`src/rtl/ipf_lcu_sched_if.sv`:
```
`default_nettype none
// ============================================================================
// Module   : ipf_lcu_sched_if
// Purpose  : Bundle of the scheduler's memory-side and filter-side signals.
// Revision : 1.0 - initial release
// ============================================================================
interface ipf_lcu_sched_if;
    logic        start;
    logic        done;
    logic        param_rd;
    logic [5:0]  param_addr;
    logic [23:0] param_data;
    logic        img_rd;
    logic [13:0] img_addr;
    logic [7:0]  img_data;
    logic        flt_busy;
    logic        flt_finish;
    logic        in_en;
    logic [7:0]  din;
    logic [1:0]  ipf_type;
    logic [4:0]  ipf_band_pos;
    logic        ipf_wo_class;
    logic [15:0] ipf_offset;
    logic [2:0]  lcu_x;
    logic [2:0]  lcu_y;
    logic [1:0]  lcu_size;

    modport master (
        input  start, param_data, img_data, flt_busy, flt_finish,
        output done, param_rd, param_addr, img_rd, img_addr, in_en, din,
               ipf_type, ipf_band_pos, ipf_wo_class, ipf_offset,
               lcu_x, lcu_y, lcu_size
    );

    modport slave (
        output start, param_data, img_data, flt_busy, flt_finish,
        input  done, param_rd, param_addr, img_rd, img_addr, in_en, din,
               ipf_type, ipf_band_pos, ipf_wo_class, ipf_offset,
               lcu_x, lcu_y, lcu_size
    );
endinterface
`default_nettype wire

```
`src/rtl/ipf_lcu_sched.sv`:
```
`default_nettype none
// ============================================================================
// Module   : ipf_lcu_sched
// Purpose  : Walks a 128x128 frame in 16x16 LCUs, fetching each LCU's filter
//            parameters and streaming its pixels into the filter.
// Revision : 1.0 - initial release
// ============================================================================
module ipf_lcu_sched #(
    parameter int unsigned PIX_BUF_DEPTH = 2,
    parameter logic [1:0]  LCU_SIZE_CODE = 2'd0
) (
    input logic             clk,
    input logic             reset,
    ipf_lcu_sched_if.master bus
);
    localparam logic [2:0] c_DEPTH = 3'(PIX_BUF_DEPTH);

    typedef enum logic [2:0] {
        S_IDLE   = 3'd0,
        S_P_RD   = 3'd1,
        S_P_LAT  = 3'd2,
        S_STREAM = 3'd3,
        S_NEXT   = 3'd4,
        S_FLUSH  = 3'd5,
        S_DONE   = 3'd6
    } state_t;

    state_t      r_state;
    logic [5:0]  r_idx;
    logic [8:0]  r_issue_cnt;
    logic [8:0]  r_acc_cnt;
    logic        r_param_rd;
    logic [5:0]  r_param_addr;
    logic        r_prd_d;
    logic        r_pf_pend;
    logic [23:0] r_shadow;
    logic        r_shadow_vld;
    logic [23:0] r_param;
    logic        r_done;

    logic [7:0]  r_fifo [2];
    logic        r_wptr;
    logic        r_rptr;
    logic [1:0]  r_occ;
    logic        r_img_rd_d;

    logic        w_in_en;
    logic        w_acc;
    logic        w_last;
    logic        w_img_rd;
    logic        w_pf;

    assign w_in_en  = (r_state == S_STREAM) && (r_occ != 2'd0);
    assign w_acc    = w_in_en && !bus.flt_busy;
    assign w_last   = w_acc && (r_acc_cnt == 9'd255);
    // Occupancy after this edge (write-back minus pop) must leave room for one more read.
    assign w_img_rd = (r_state == S_STREAM) && (r_issue_cnt < 9'd256) &&
                      (({1'b0, r_occ} + {2'b0, r_img_rd_d} - {2'b0, w_acc}) < c_DEPTH);
    assign w_pf     = (r_state == S_STREAM) && (r_idx != 6'd63) && !r_shadow_vld &&
                      !r_pf_pend && !r_param_rd;

    assign bus.done         = r_done;
    assign bus.param_rd     = r_param_rd;
    assign bus.param_addr   = r_param_addr;
    assign bus.img_rd       = w_img_rd;
    assign bus.img_addr     = {r_idx[5:3], r_issue_cnt[7:4], r_idx[2:0], r_issue_cnt[3:0]};
    assign bus.in_en        = w_in_en;
    assign bus.din          = r_fifo[r_rptr];
    assign bus.ipf_type     = r_param[23:22];
    assign bus.ipf_band_pos = r_param[21:17];
    assign bus.ipf_wo_class = r_param[16];
    assign bus.ipf_offset   = r_param[15:0];
    assign bus.lcu_x        = r_idx[2:0];
    assign bus.lcu_y        = r_idx[5:3];
    assign bus.lcu_size     = LCU_SIZE_CODE;

    always_ff @(posedge clk or negedge reset) begin
        if (!reset) begin
            r_fifo[0]  <= 8'd0;
            r_fifo[1]  <= 8'd0;
            r_wptr     <= 1'b0;
            r_rptr     <= 1'b0;
            r_occ      <= 2'd0;
            r_img_rd_d <= 1'b0;
        end else begin
            r_img_rd_d <= w_img_rd;
            if (r_img_rd_d) begin
                r_fifo[r_wptr] <= bus.img_data;
                r_wptr         <= ~r_wptr;
            end
            if (w_acc) begin
                r_rptr <= ~r_rptr;
            end
            r_occ <= r_occ + {1'b0, r_img_rd_d} - {1'b0, w_acc};
        end
    end

    always_ff @(posedge clk or negedge reset) begin
        if (!reset) begin
            r_state      <= S_IDLE;
            r_idx        <= 6'd0;
            r_issue_cnt  <= 9'd0;
            r_acc_cnt    <= 9'd0;
            r_param_rd   <= 1'b0;
            r_param_addr <= 6'd0;
            r_prd_d      <= 1'b0;
            r_pf_pend    <= 1'b0;
            r_shadow     <= 24'd0;
            r_shadow_vld <= 1'b0;
            r_param      <= 24'd0;
            r_done       <= 1'b0;
        end else begin
            r_param_rd <= 1'b0;
            r_prd_d    <= r_param_rd;
            case (r_state)
                S_IDLE, S_DONE: begin
                    if (bus.start) begin
                        r_state      <= S_P_RD;
                        r_idx        <= 6'd0;
                        r_done       <= 1'b0;
                        r_param_rd   <= 1'b1;
                        r_param_addr <= 6'd0;
                    end
                end
                S_P_RD: r_state <= S_P_LAT;
                S_P_LAT: begin
                    r_param <= bus.param_data;
                    r_state <= S_STREAM;
                end
                S_STREAM: begin
                    if (w_img_rd) r_issue_cnt <= r_issue_cnt + 9'd1;
                    if (w_acc)    r_acc_cnt   <= r_acc_cnt + 9'd1;
                    if (w_pf) begin
                        r_param_rd   <= 1'b1;
                        r_param_addr <= r_idx + 6'd1;
                        r_pf_pend    <= 1'b1;
                    end
                    if (r_prd_d && !w_last) begin
                        r_shadow     <= bus.param_data;
                        r_shadow_vld <= 1'b1;
                        r_pf_pend    <= 1'b0;
                    end
                    if (w_last) begin
                        r_issue_cnt  <= 9'd0;
                        r_acc_cnt    <= 9'd0;
                        r_shadow_vld <= 1'b0;
                        if (r_idx == 6'd63) begin
                            r_state <= S_FLUSH;
                        end else begin
                            r_idx <= r_idx + 6'd1;
                            // Word landing on the boundary edge itself bypasses the shadow.
                            if (r_shadow_vld) begin
                                r_param <= r_shadow;
                            end else if (r_prd_d) begin
                                r_param   <= bus.param_data;
                                r_pf_pend <= 1'b0;
                            end else begin
                                r_state <= S_NEXT;
                            end
                        end
                    end
                end
                S_NEXT: begin
                    if (r_prd_d) begin
                        r_param   <= bus.param_data;
                        r_pf_pend <= 1'b0;
                        r_state   <= S_STREAM;
                    end
                end
                S_FLUSH: begin
                    if (bus.flt_finish) begin
                        r_state <= S_DONE;
                        r_done  <= 1'b1;
                    end
                end
                default: r_state <= S_IDLE;
            endcase
        end
    end
endmodule
`default_nettype wire

```
`src/flat_wrapper.sv`:
```
// flat-port wrapper written by rule: the top's interface ports become plain ports
module ipf_lcu_sched_flat 
#(
    parameter int unsigned PIX_BUF_DEPTH = 2,
    parameter logic [1:0]  LCU_SIZE_CODE = 2'd0
)
  (clk, reset, bus_start, bus_param_data, bus_img_data, bus_flt_busy, bus_flt_finish, bus_done, bus_param_rd, bus_param_addr, bus_img_rd, bus_img_addr, bus_in_en, bus_din, bus_ipf_type, bus_ipf_band_pos, bus_ipf_wo_class, bus_ipf_offset, bus_lcu_x, bus_lcu_y, bus_lcu_size);
  ipf_lcu_sched_if bus_i ();
  input logic clk;
  input logic reset;
  input wire logic [$bits(bus_i.start)-1:0] bus_start;
  input wire logic [$bits(bus_i.param_data)-1:0] bus_param_data;
  input wire logic [$bits(bus_i.img_data)-1:0] bus_img_data;
  input wire logic [$bits(bus_i.flt_busy)-1:0] bus_flt_busy;
  input wire logic [$bits(bus_i.flt_finish)-1:0] bus_flt_finish;
  output wire logic [$bits(bus_i.done)-1:0] bus_done;
  output wire logic [$bits(bus_i.param_rd)-1:0] bus_param_rd;
  output wire logic [$bits(bus_i.param_addr)-1:0] bus_param_addr;
  output wire logic [$bits(bus_i.img_rd)-1:0] bus_img_rd;
  output wire logic [$bits(bus_i.img_addr)-1:0] bus_img_addr;
  output wire logic [$bits(bus_i.in_en)-1:0] bus_in_en;
  output wire logic [$bits(bus_i.din)-1:0] bus_din;
  output wire logic [$bits(bus_i.ipf_type)-1:0] bus_ipf_type;
  output wire logic [$bits(bus_i.ipf_band_pos)-1:0] bus_ipf_band_pos;
  output wire logic [$bits(bus_i.ipf_wo_class)-1:0] bus_ipf_wo_class;
  output wire logic [$bits(bus_i.ipf_offset)-1:0] bus_ipf_offset;
  output wire logic [$bits(bus_i.lcu_x)-1:0] bus_lcu_x;
  output wire logic [$bits(bus_i.lcu_y)-1:0] bus_lcu_y;
  output wire logic [$bits(bus_i.lcu_size)-1:0] bus_lcu_size;
  assign bus_i.start = bus_start;
  assign bus_i.param_data = bus_param_data;
  assign bus_i.img_data = bus_img_data;
  assign bus_i.flt_busy = bus_flt_busy;
  assign bus_i.flt_finish = bus_flt_finish;
  assign bus_done = bus_i.done;
  assign bus_param_rd = bus_i.param_rd;
  assign bus_param_addr = bus_i.param_addr;
  assign bus_img_rd = bus_i.img_rd;
  assign bus_img_addr = bus_i.img_addr;
  assign bus_in_en = bus_i.in_en;
  assign bus_din = bus_i.din;
  assign bus_ipf_type = bus_i.ipf_type;
  assign bus_ipf_band_pos = bus_i.ipf_band_pos;
  assign bus_ipf_wo_class = bus_i.ipf_wo_class;
  assign bus_ipf_offset = bus_i.ipf_offset;
  assign bus_lcu_x = bus_i.lcu_x;
  assign bus_lcu_y = bus_i.lcu_y;
  assign bus_lcu_size = bus_i.lcu_size;
  ipf_lcu_sched #(.PIX_BUF_DEPTH(PIX_BUF_DEPTH), .LCU_SIZE_CODE(LCU_SIZE_CODE)) u_core (.clk(clk), .reset(reset), .bus(bus_i));
endmodule
```
`config.mk`:
```
export PLATFORM = sky130hd
export DESIGN_NAME = ipf_lcu_sched_flat
export DESIGN_NICKNAME = d
export VERILOG_FILES = /design/src/rtl/ipf_lcu_sched_if.sv /design/src/rtl/ipf_lcu_sched.sv /design/src/flat_wrapper.sv
export SDC_FILE = /design/constraint.sdc
export NUM_CORES = 1
export LEC_CHECK = 0
export BUFFER_PORTS_ARGS = -buffer_cell sky130_fd_sc_hd__buf_2
export CORE_ASPECT_RATIO = 2
export CORE_MARGIN = 4
export CORE_UTILIZATION = 55
export CTS_CLUSTER_DIAMETER = 80
export DETAILED_ROUTE_END_ITERATION = 6
export PLACE_DENSITY = 0.79
export SLEW_MARGIN = 40
export SYNTH_ARGS = -nofsm -noshare
export SYNTH_HDL_FRONTEND = slang
export SYNTH_SLANG_ARGS = --single-unit
```
`constraint.sdc`:
```
create_clock -name clk -period 6 [get_ports clk]
set_input_delay 0 -clock clk [delete_from_list [all_inputs] [get_ports clk]]
set_output_delay 0 -clock clk [all_outputs]
set_load 0.05 [all_outputs]
```
Word-level counts from Yosys, hierarchy flattened
Cells that the tools add are included.
{ "totals": {"output_inout_bits": 64, "in_bits": 37, "elab_cells": 132, "ff_bits": 107} }
{ "classes": {"reduce_logical": 36, "magnitude_cmp": 5, "mux": 45, "n_eq_ne": 17, "n_bitwise": 4, "n_addsub": 7} }
{ "op_table": {"columns": ["op", "count"], "rows": [
  ["$mux W24", 4],
  ["$pmux W24 S3", 1],
  ["$mux W9", 4],
  ["$mux W8", 4],
  ["$mux W6", 4],
  ["$pmux W6 S2", 2],
  ["$mux W3", 7],
  ["$add A9 B1 Y9 const B", 2],
  ["$pmux W3 S6", 1],
  ["$bwmux W16", 1],
  ["$reduce_bool A2 Y1", 7],
  ["$mux W1", 13],
  ["$logic_and A1 B1 Y1", 11],
  ["$reduce_and A2 Y1", 5],
  ["$eq A3 B3 Y1 const B", 3],
  ["$eq A9 B8 Y1 const B", 1],
  ["$lt A9 B9 Y1 const B", 1],
  ["$reduce_and A3 Y1", 3],
  ["$demux W8 S1", 1],
  ["$add A6 B1 Y6 const B", 1],
  ["$eq A3 B2 Y1 const B", 2],
  ["$eq A6 B6 Y1 const B", 1],
  ["$ne A2 B1 Y1 const B", 3],
  ["$ne A2 B2 Y1 const B", 3],
  ["other kinds (19)", 29]
]} }

Depth between registers and ports, before layout
{ "logic_depth": {"ltp_word": 12, "depth_mapped": 12, "mapped_depth_nobuf": 11} }

Worst setup path before layout
Ideal clock, no wire load.
{ "synth_timing": {"path_type": "reg-to-reg", "from": "reg u_core.r_state[2]", "to": "reg u_core.r_issue_cnt[4]", "setup_time_ns": 0.121, "required_time_ns": 5.879, "n_path_buf": 1, "path_slack_ns": 1.836, "arrival_ns": 4.042, "period_less_slack_ns": 4.164, "path_stages_with_launch": 12, "cell_sequence": "dfrtp_1 > buf_6 > nand3b_4 > nor3_1 > ha_1 > inv_1 > ha_1 > fa_1 > nor4_2 > and3_1 > xnor2_1 > nor2_1"} }
{ "synth_between": {"elab_chain_len": 8, "word_cells_on_any_way": 11, "cone_classes": "1 x add/sub; 1 x order compare; 1 x eq/ne; 1 x mux; 7 x reduce/logical"} }
{ "synth_rtl": {"columns": ["item", "line", "source"], "rows": [
  ["from (decl)", "ipf_lcu_sched.sv:28", "state_t r_state;"],
  ["from (signal assigned)", "ipf_lcu_sched.sv:100", "r_state <= S_IDLE;"],
  ["from (signal assigned)", "ipf_lcu_sched.sv:118", "r_state <= S_P_RD;"],
  ["from (signal assigned)", "ipf_lcu_sched.sv:125", "S_P_RD: r_state <= S_P_LAT;"],
  ["$eq A3 B2 Y1 (*)", "ipf_lcu_sched.sv:53, ipf_lcu_sched.sv:57", null],
  ["$logic_and A1 B1 Y1", "ipf_lcu_sched.sv:53", "assign w_in_en = (r_state == S_STREAM) && (r_occ != 2'd0);"],
  ["$logic_and A1 B1 Y1", "ipf_lcu_sched.sv:54", "assign w_acc = w_in_en && !bus.flt_busy;"],
  ["$sub A3 B1 Y3", "ipf_lcu_sched.sv:58", "(({1'b0, r_occ} + {2'b0, r_img_rd_d} - {2'b0, w_acc}) < c_DEPTH);"],
  ["$lt A3 B2 Y1", "ipf_lcu_sched.sv:58", null],
  ["$logic_and A1 B1 Y1 (*)", "ipf_lcu_sched.sv:57", "assign w_img_rd = (r_state == S_STREAM) && (r_issue_cnt < 9'd256) &&"],
  ["net bus_img_rd", "flat_wrapper.sv:19", "output wire logic [$bits(bus_i.img_rd)-1:0] bus_img_rd;"],
  ["$reduce_bool A2 Y1 (no source line) (*)", null, null],
  ["$reduce_and A2 Y1 (no source line) (*)", null, null],
  ["to (signal assigned)", "ipf_lcu_sched.sv:131", "if (w_img_rd) r_issue_cnt <= r_issue_cnt + 9'd1;"],
  ["to (decl)", "ipf_lcu_sched.sv:30", "logic [8:0] r_issue_cnt;"]
]} }
Mark *: on every way through the listed nets, which the timed path passes. The rest lies on a longest branch.
A chain may end at the register's enable or synchronous reset.

Worst setup path in the final report
{ "layout_timing": {"from": "reg u_core.r_state[1]", "to": "out bus_img_rd"} }
{ "layout_between": {"elab_chain_len": 6, "word_cells_on_any_way": 7, "cone_classes": "1 x add/sub; 1 x order compare; 1 x eq/ne; 4 x reduce/logical"} }
{ "layout_rtl": {"columns": ["item", "line"], "rows": [
  ["$eq A3 B2 Y1 (*)", "ipf_lcu_sched.sv:53, ipf_lcu_sched.sv:57"],
  ["$logic_and A1 B1 Y1", "ipf_lcu_sched.sv:53"],
  ["$logic_and A1 B1 Y1", "ipf_lcu_sched.sv:54"],
  ["$sub A3 B1 Y3", "ipf_lcu_sched.sv:58"],
  ["$lt A3 B2 Y1", "ipf_lcu_sched.sv:58"],
  ["$logic_and A1 B1 Y1 (*)", "ipf_lcu_sched.sv:57"],
  ["to (decl)", "flat_wrapper.sv:19"]
]} }
Mark *: on every way between the ends. The rest lies on a longest branch, timed or not.

==> run metrics <==
Data required, critical path=6.00 ns; Final Util=0.677; clock skew=0.00810 ns; cell leakage power=3.12 nW; Die Area=11700 sq um; endpoint type of the worst setup path=output port; Tot Pwr=2.30 mW; fin crit share=0.649; IO buf count=98; clk root buf=clkbuf_16; Initial DRC Count=235; CP max stage delay=0.72 ns; Cell variety after synth=51; all-layer global routing usage=0.221; mapped cell area=5450 sq um; Yosys reg bits=107; setup TNS=0 ns; Post-synth EDFFs=0; Slew Limit Fails=0; Peak VDD IR=0.000232 V; Routed Antenna Nets=0; layout net count=604; row count=51; dpl cells=648; Placer Congestion=0.823; most frequent cells in the layout=dfrtp_1 (107), buf_2 (97), mux2_2 (61); yosys warns=0; WL final=12.2 mm; outcome=completed; wire per inst=17.4 microns; Setup Crit Path Kind=reg2out; share of layout cells above drive strength 1=0.369; detail-routed via count per cell=5.62; NetSw=861 uW; DRC viols=0; first-pass GRT wire length=20.4 mm; Chip Width=78.4 microns; Clock Sinks=107; H-Tree Depth=3; Post-Syn Instances=454; WP buf/inv=2; PnR worst setup slack=2.11 ns; Slowest-stage cell, CP=nor3_1; async set or reset register ratio after synthesis=1.00; Top Ports=101; clock power share=0.265; R2R Setup Slk=2.22 ns; Die Ht=149 microns; WP data arrival=3.89 ns; PD cells=350 nW/um^2; min cycle time layout=3.89 ns; final std cells w/o fill=698; dpl hpwl=8.32 mm; most frequent CP cell=ha_1; Highest Clock Rate=257 MHz; crit start category=flip-flop; largest net degree at the start of global routing=59; Worst Path Max Fanout=16; unrepaired setup endpoints after global routing=no; vias in the first global route=4254; detailed-route via count=3925; worst skew pair latency=0.35 ns; starting density of the core=0.562; Post-synth top flop=dfrtp_1; Slew @ Worst Pin=0.778 ns; Post-Syn Area per Cell=12.0 sq um; final hold vios=0; part of the power in combinational logic=0.329; n_diodes=0; delay-heaviest family, CP=simple AND/OR/NAND/NOR gates; Sw Share=0.375; drt first pass iters=4; Min-Delay Path Class=in2reg; # Post-CTS Setup Buffers=0; Layout Area Growth over Synthesis=20.4%; clk buf depth=2; register area share after synthesis=0.491; initial antenna violation count=0; clk slew on worst S/H paths=0.07 ns; Final Setup Violations=0; Reg power frac=0.406; Placeable Area=9700 sq um; TritonCTS Buffers=9; Rel. slew slack=0.477; CTS tree=yes; Max Cap Viol=0; commonest non-fill, non-tap cell in the layout=dfrtp_1; CP cell instances=nand3b_4, nor3_1, ha_1, inv_1, ha_1, fa_1, nor4_4, buf_2; P_int=1.44 mW; GR Overflow Total=0; post-place setup slack=2.23 ns
stage by stage:
step / cell area (sq um) / hold WS (ns)
floorplan: 5460 / -0.296
global placement: 5890 / 0.0550
detailed placement: 5900 / 0.0545
CTS: 6540 / 0.00769
global route: 6570 / 0.0503
finish: 6570 / 0.0306
state kept, by name, summed over array words and instances, names as in the netlist:
| register | cells |
|---|---|
| u_core.r_rptr | 1 |
| u_core.r_prd_d | 1 |
| u_core.r_pf_pend | 1 |
| u_core.r_shadow_vld | 1 |
| u_core.r_occ | 2 |
| u_core.r_state | 3 |
| u_core.r_img_rd_d | 1 |
| u_core.r_idx | 6 |
| u_core.bus.param_addr | 6 |
| u_core.r_acc_cnt | 9 |
| u_core.r_param | 24 |
| u_core.r_wptr | 1 |
| u_core.r_fifo | 16 |
| u_core.bus.param_rd | 1 |
| u_core.r_issue_cnt | 9 |
| u_core.r_shadow | 24 |
| u_core.bus.done | 1 |
worst min-delay path: cells and delay by family:
kind / cells / cell delay [ns]
simple gates: 2 / 0.14
compound gates: 1 / 0.08
buf+inv: 1 / 0.12
layout make-up:
cell class / count / area (sq um)
Fill cell: 741 / 3130
Sequential cell: 107 / 2680
Clock buffer: 9 / 225
Tap cell: 132 / 165
Timing Repair Buffer: 135 / 873
Multi-Input combinational cell: 300 / 2520
Clock inverter: 7 / 81.3
Inverter: 8 / 30.0
per-layer routing:
layer | up-vias | GRT usage | wire length, microns
met3 | 37 | 0.0339 | 483
li1 | 1820 | - | -
met5 | - | 0 | 0
met4 | 0 | 0.133 | 500
met2 | 109 | 0.390 | 6630
met1 | 1959 | 0.247 | 4540
kinds of logic (layout without fill, tap and decap cells):
kind of cell	Yosys count	after routing	synth area share
AOI/OAI and AO/OA	82	82	0.0975
xor gates and xnor gates	18	18	0.0289
adders and majority gates	6	6	0.0151
buffers and inverters	48	159	0.0516
DFF	107	107	0.491
muxes	107	107	0.229
other	1	2	0.000688
and+or+nand+nor	85	85	0.0865
power by group through the flow:
stage,Clock (mW),Sequential [mW],Combinational (mW)
finish,0.608,0.932,0.756
global route,0.652,0.951,0.812
CTS,0.619,0.934,0.768
detailed placement,0,0.947,0.745
global placement,0,0.936,0.705
floorplan,0,0.908,0.610
cells in the mapped netlist, types with 2 or more instances:
master    count  area [sq um]
a21oi_1       6          30.0
a22oi_1      24           180
a31oi_1       2          12.5
and2_1        6          37.5
and3_1        7          43.8
buf_2         2          10.0
buf_4        18           135
buf_6         4          45.0
clkbuf_1     14          52.6
dfrtp_1     107          2680
ha_1          5          62.6
inv_1         8          30.0
mux2_2       61           687
mux2_4       20           300
mux2i_1      26           260
nand2_1      14          52.6
nand2b_1      4          25.0
nand3_1       6          30.0
nand4_1       4          25.0
nor2_1       28           105
nor2b_1       2          12.5
nor3_1        4          20.0
nor3b_1       2          15.0
o211ai_1      2          15.0
o21ai_0      35           175
o221ai_1      2          17.5
xnor2_1       7          61.3
xor2_1       11          96.3
path summary, 6_finish.rpt:
check | from | to | depth (start not counted)
setup / recovery | u_core.r_state[1] | bus_img_rd | 8
hold / removal | bus_start | u_core.bus.done | 4
setup reg to reg | u_core.r_state[1] | u_core.r_issue_cnt[4] | 10
hold reg to reg | u_core.bus.param_rd | u_core.r_prd_d | 0
max in group asynchronous | reset | u_core.r_issue_cnt[7] | 3
min in group asynchronous | reset | u_core.r_issue_cnt[5] | 2
what timing repair did:
item / CTS / global route
resized for setup: 0 / 0
hold buffers: 33 / 0
hold endpoints to repair: 89 / 0
Note: power is estimated with default switching activity, not from simulation.
